<file path="config.mk">
export PLATFORM = sky130hd
export DESIGN_NAME = memory_access
export DESIGN_NICKNAME = d
export VERILOG_FILES = /design/src/rtl/memory_access.sv
export SDC_FILE = /design/constraint.sdc
export NUM_CORES = 1
export LEC_CHECK = 0
export BUFFER_PORTS_ARGS = -buffer_cell sky130_fd_sc_hd__buf_2
export CAP_MARGIN = 20
export CORE_AREA = 8 8 201 203
export DETAILED_ROUTE_END_ITERATION = 8
export DIE_AREA = 0 0 209 211
export PLACE_DENSITY_LB_ADDON = 0.25
export SLEW_MARGIN = 25
export SYNTH_ARGS = -nofsm -noshare
export SYNTH_HDL_FRONTEND = slang
export SYNTH_SLANG_ARGS = --single-unit
</file>
<file path="constraint.sdc">
create_clock -name clk -period 7 [get_ports clk]
set_clock_uncertainty 0.15 [all_clocks]
set_input_delay 0.35 -clock clk [delete_from_list [all_inputs] [get_ports clk]]
set_output_delay 0.35 -clock clk [all_outputs]
set_load 0.01 [all_outputs]
</file>
<file path="src/rtl/memory_access.sv">
// memory_access: pipeline memory stage, single-outstanding data bus, load extension. Optional MEM_MISALIGN_CHECK_EN.
// Latency: non-memory op 1 cycle to out_valid; memory op out_valid the cycle after dresp_ok.
// Backpressure: in_ready low while a bus request is in flight or an unaccepted result is held.
module memory_access #(
  parameter int WIDTH = 64
) (
  input  logic             clk,
  input  logic             resetn,
  input  logic             in_valid,
  output logic             in_ready,
  input  logic [WIDTH-1:0] in_pc,
  input  logic [WIDTH-1:0] in_alu_out,
  input  logic [WIDTH-1:0] in_wdata,
  input  logic             in_memread,
  input  logic             in_memwrite,
  input  logic [1:0]       in_size,
  input  logic             in_unsigned,
  output logic             dreq_valid,
  output logic [WIDTH-1:0] dreq_addr,
  output logic [1:0]       dreq_size,
  output logic [7:0]       dreq_strobe,
  output logic [WIDTH-1:0] dreq_data,
  input  logic             dresp_ok,
  input  logic [WIDTH-1:0] dresp_data,
  output logic             out_valid,
  input  logic             out_ready,
  output logic [WIDTH-1:0] out_pc,
  output logic [WIDTH-1:0] out_result,
  output logic             out_misalign
);
  typedef logic [WIDTH-1:0] word_t;
  typedef enum logic [1:0] {IDLE, BUS, HOLD} state_t;

  state_t     state;
  logic       ld_op;
  logic       ld_unsigned;
  logic       accept;
  logic       mem_op;
  logic       cap_mis;
  logic       sx;
  logic [7:0] cap_strobe;
  word_t      cap_data;
  word_t      lane_data;
  word_t      ld_ext;

  assign in_ready = (state != BUS) && (!out_valid || out_ready);
  assign accept   = in_valid && in_ready;
  assign mem_op   = in_memread || in_memwrite;

  // Lane placement uses addr[2:0] only; strobe bits shifted past lane 7 fall off.
  always_comb begin
    cap_data = in_wdata << {in_alu_out[2:0], 3'b000};
    case (in_size)
      2'd0:    cap_strobe = 8'h01 << in_alu_out[2:0];
      2'd1:    cap_strobe = 8'h03 << in_alu_out[2:0];
      2'd2:    cap_strobe = 8'h0f << in_alu_out[2:0];
      default: begin
        cap_strobe = 8'hff;
        cap_data   = in_wdata;
      end
    endcase
    if (!in_memwrite) cap_strobe = 8'h00;
  end

`ifdef MEM_MISALIGN_CHECK_EN
  always_comb begin
    case (in_size)
      2'd1:    cap_mis = in_alu_out[0];
      2'd2:    cap_mis = |in_alu_out[1:0];
      2'd3:    cap_mis = |in_alu_out[2:0];
      default: cap_mis = 1'b0;
    endcase
    cap_mis = cap_mis && mem_op;
  end
`else
  assign cap_mis      = 1'b0;
  assign out_misalign = 1'b0;
`endif

  assign lane_data = dresp_data >> {dreq_addr[2:0], 3'b000};
  assign sx        = !ld_unsigned;

  always_comb begin
    case (dreq_size)
      2'd0:    ld_ext = {{(WIDTH-8){sx & lane_data[7]}}, lane_data[7:0]};
      2'd1:    ld_ext = {{(WIDTH-16){sx & lane_data[15]}}, lane_data[15:0]};
      2'd2:    ld_ext = {{(WIDTH-32){sx & lane_data[31]}}, lane_data[31:0]};
      default: ld_ext = lane_data;
    endcase
  end

  always_ff @(posedge clk or negedge resetn) begin
    if (!resetn) begin
      state       <= IDLE;
      out_valid   <= 1'b0;
      out_pc      <= '0;
      out_result  <= '0;
      dreq_valid  <= 1'b0;
      dreq_addr   <= '0;
      dreq_size   <= '0;
      dreq_strobe <= '0;
      dreq_data   <= '0;
      ld_op       <= 1'b0;
      ld_unsigned <= 1'b0;
`ifdef MEM_MISALIGN_CHECK_EN
      out_misalign <= 1'b0;
`endif
    end else begin
      case (state)
        BUS: begin
          if (dresp_ok) begin
            dreq_valid <= 1'b0;
            out_valid  <= 1'b1;
            out_result <= ld_op ? ld_ext : dreq_addr;
            state      <= HOLD;
          end
        end
        default: begin
          if (out_valid && out_ready) out_valid <= 1'b0;
          if (out_ready) state <= IDLE;
          if (accept) begin
            out_pc      <= in_pc;
            dreq_addr   <= in_alu_out;
            dreq_size   <= in_size;
            dreq_strobe <= cap_strobe;
            dreq_data   <= cap_data;
            ld_op       <= in_memread;
            ld_unsigned <= in_unsigned;
`ifdef MEM_MISALIGN_CHECK_EN
            out_misalign <= cap_mis;
`endif
            if (mem_op && !cap_mis) begin
              dreq_valid <= 1'b1;
              state      <= BUS;
            end else begin
              out_result <= in_alu_out;
              out_valid  <= 1'b1;
              state      <= IDLE;
            end
          end
        end
      endcase
    end
  end
endmodule

</file>
==> metrics.cfg <==
[status]
status = complete, no violations

[die]
die_h_um = 211
rows = 71
die_w_um = 209
die_area_mm2 = 0.0441
start_util_pct = 41.5
coreArea_mm2 = 0.0371
ios = 536

[detailed_routing]
drc = 0
drt-total-wl_um = 67300
ant_nets = 0
avgViaCountPerCell = 5.77
wl_per_cell_um = 24.0
vias = 16180
dr.first_iter.drc_count = 1328
dr.pass1.iters = 7

[synthesis]
netlist_area_mm2 = 0.0154
synth_edf_count = 0
synthCells = 1688
synth.most_common_cell = nand2_1
ys_types = 56
yosys-top-cells-area = dfrtp_1 44%, nand2_1 12%, mux4_2 8.9%
syn_nets = 1956
yosysSeqAreaShare_pct = 44.2
async_reset_ff_share_pct = 100
ys_warn_count = 0
synth_area_per_cell_um2 = 9.12
synth_common_cells = 497 x nand2_1, 272 x dfrtp_1, 138 x o21ai_0
dominantRegCellSynth = dfrtp_1
synth_top_area_cell = dfrtp_1
yosysTopAreaCellShare_pct = 44.2
ys_seq_elements = 272

[layout]
area_growth_pct = 36.8
post-route-util_pct = 56.7
final_nets = 2557
drive_above_1_share_pct = 31.4
instances_no_fill = 2803

[power]
internal_power_uw = 5080
switching_share_pct = 43.8
clkPwrFrac_pct = 20.1
leakage_uw = 0.0101
seqPwrFrac_pct = 32.6
vdd_drop_max_v = 0.000232
p_per_area_mw_per_mm2 = 429
net-switching-power_uw = 3960
p_comb_share_pct = 47.3

[timing]
final_hold_viol_count = 0
slew_headroom_pct = 28.3
worst_pin_slew_ns = 1.07
finalSetupTns_ns = 0
period_share_pct = 48.4
fmax_mhz = 295
rsz0062_at_grt = false
finalCriticalPeriod_ns = 3.39
setup_viol = 0
setup_ws_ns = 3.61
slew_violations = 0

[placement]
gp_congestion = 0.962
dp_slack_ns = 3.45
place_inst = 2567
hpwl_um = 47300
io_buffers = 534

[critical_path]
ff2ff_setup_slack_ns = 3.68
slowest_stage = a21oi_1
startpoint_type = input port
end_kind = flop
critPathArrivalTime_ns = 3.71
crit_chain = dlygate4sd3_1 > buf_2 > ha_2 > buf_4 > clkinv_1 > a21oi_1 > a22o_1
worstSetupPathType = input port to flop
cp_max_fo = 79
crit_required_ns = 7.32
slowest_delay_ns = 0.87

[clock_tree]
clk_latency_ns = 0.55
htreeDepth = 2
cts-root-buf = clkbuf_16
cts_buffer_depth = 3
clkTransAtPathRegs_ns = 0.06
numClockSinks = 272
cts_tree = yes
numCtsBuffers = 34
postCtsSetupBuffers = 0

[global_routing]
grt_pass1_wl_um = 102000
grt_max_degree = 138
grt_usage_pct = 29.5
grt_pass1_vias = 16656
grt_antenna_before_repair = 18
overflow = 0

[min_path]
hold_class = input port to flop

[job]
drv_cap = 0

[layout make-up]
cell class	instances	area, µm²
Fill cell	3280	16100
Multi-Input combinational cell	1261	7990
Sequential cell	272	6810
Timing Repair Buffer	713	4460
Clock buffer	51	1040
Tap cell	474	593
Clock inverter	9	101
Antenna cell	16	40.0
Inverter	7	26.3
[critical path, delay by kind of cell]
family / cells / cell delay (ns)
buffers and inverters: 4 / 2.05
adders and majority gates: 1 / 0.16
AOI/OAI and AO/OA: 2 / 1.11
[flip-flops by register name, summed over array words and instances (netlist names)]
register     count
dreq_addr       64
dreq_data       64
out_pc          64
out_result      64
dreq_strobe      8
dreq_size        2
state            2
dreq_valid       1
ld_op            1
ld_unsigned      1
out_valid        1
[metal layers]
| layer | wire length [µm] | GRT usage [%] | vias to the layer above |
|---|---|---|---|
| li1 | - | - | 7243 |
| met4 | 3020 | 14.4 | 8 |
| met1 | 25300 | 35.2 | 7831 |
| met3 | 5950 | 7.61 | 171 |
| met2 | 33000 | 49.4 | 927 |
| met5 | 47 | 0 | - |
[kinds of logic after synthesis]
| family | count (synthesis) | share of synthesized area (%) |
|---|---|---|
| AO/OA/AOI/OAI | 419 | 18.3 |
| multiplexers | 130 | 13.6 |
| flip-flops | 272 | 44.2 |
| other | 1 | 0.0244 |
| buffers and inverters | 155 | 4.21 |
| adder cells (fa/ha/maj) | 2 | 0.163 |
| AND/OR/NAND/NOR | 709 | 19.5 |
[what timing repair did]
action	in CTS	in global routing
setup endpoints to repair	0	0
hold buffers	159	0
hold endpoints to repair	257	0
gates resized for setup	0	0
[layout by cell type (no fill, tap or decap), types with 3 or more instances in the layout]
| master | count |
|---|---|
| o21ai_0 | 138 |
| buf_4 | 19 |
| a22oi_1 | 59 |
| inv_1 | 5 |
| a2bb2oi_1 | 10 |
| a221o_1 | 8 |
| clkbuf_16 | 35 |
| nand3b_1 | 4 |
| nor3_1 | 12 |
| o22ai_1 | 9 |
| a221oi_1 | 37 |
| nor2_1 | 98 |
| mux4_2 | 61 |
| nor3_2 | 4 |
| nand2b_1 | 3 |
| a211oi_1 | 29 |
| nor2b_1 | 10 |
| a221oi_2 | 10 |
| clkbuf_8 | 10 |
| a22o_1 | 12 |
| diode_2 | 16 |
| or3_1 | 35 |
| a31oi_1 | 11 |
| nand2_1 | 497 |
| mux2_2 | 25 |
| nor3b_1 | 24 |
| clkinv_2 | 5 |
| a21oi_1 | 67 |
| o31a_1 | 4 |
| mux2i_1 | 44 |
| dlygate4sd3_1 | 159 |
| dfrtp_1 | 269 |
| clkbuf_1 | 6 |
| o211ai_1 | 13 |
| buf_2 | 532 |
[path summary, 6_finish.rpt]
path | startpoint | to | depth (start not counted)
worst max-delay path | in_size[1] | dreq_data[3]$_DFFE_PN0P_ | 7
min in group asynchronous | resetn | dreq_addr[26]$_DFFE_PN0P_ | 2
worst min-delay path | in_wdata[24] | dreq_data[24]$_DFFE_PN0P_ | 3
worst min register to register | out_pc[7]$_DFFE_PN0P_ | out_pc[7]$_DFFE_PN0P_ | 2
max in group asynchronous | resetn | out_pc[61]$_DFFE_PN0P_ | 3
worst max register to register | state[1]$_DFFE_PN0P_ | out_result[34]$_DFFE_PN0P_ | 8
[per-stage QoR]
stage / power, µW / hold slack [ns] / area, µm²
after global routing: 9580 / 0.0251 / 21100
after floorplan: 5290 / -0.0956 / 15400
after detailed placement: 7110 / 0.206 / 18300
after CTS: 9030 / 0.00157 / 21000
final: 9040 / 0.0222 / 21100
after global placement: 7020 / 0.209 / 18200
[power by group through the flow]
stage | Sequential (µW) | Combinational (µW) | Clock (µW)
floorplan | 3100 | 2190 | 0
global route | 3030 | 4640 | 1910
detailed placement | 2920 | 4190 | 0
CTS | 2920 | 4260 | 1850
finish | 2950 | 4270 | 1820
global placement | 2910 | 4110 | 0
(Power assumes the default switching activity.)
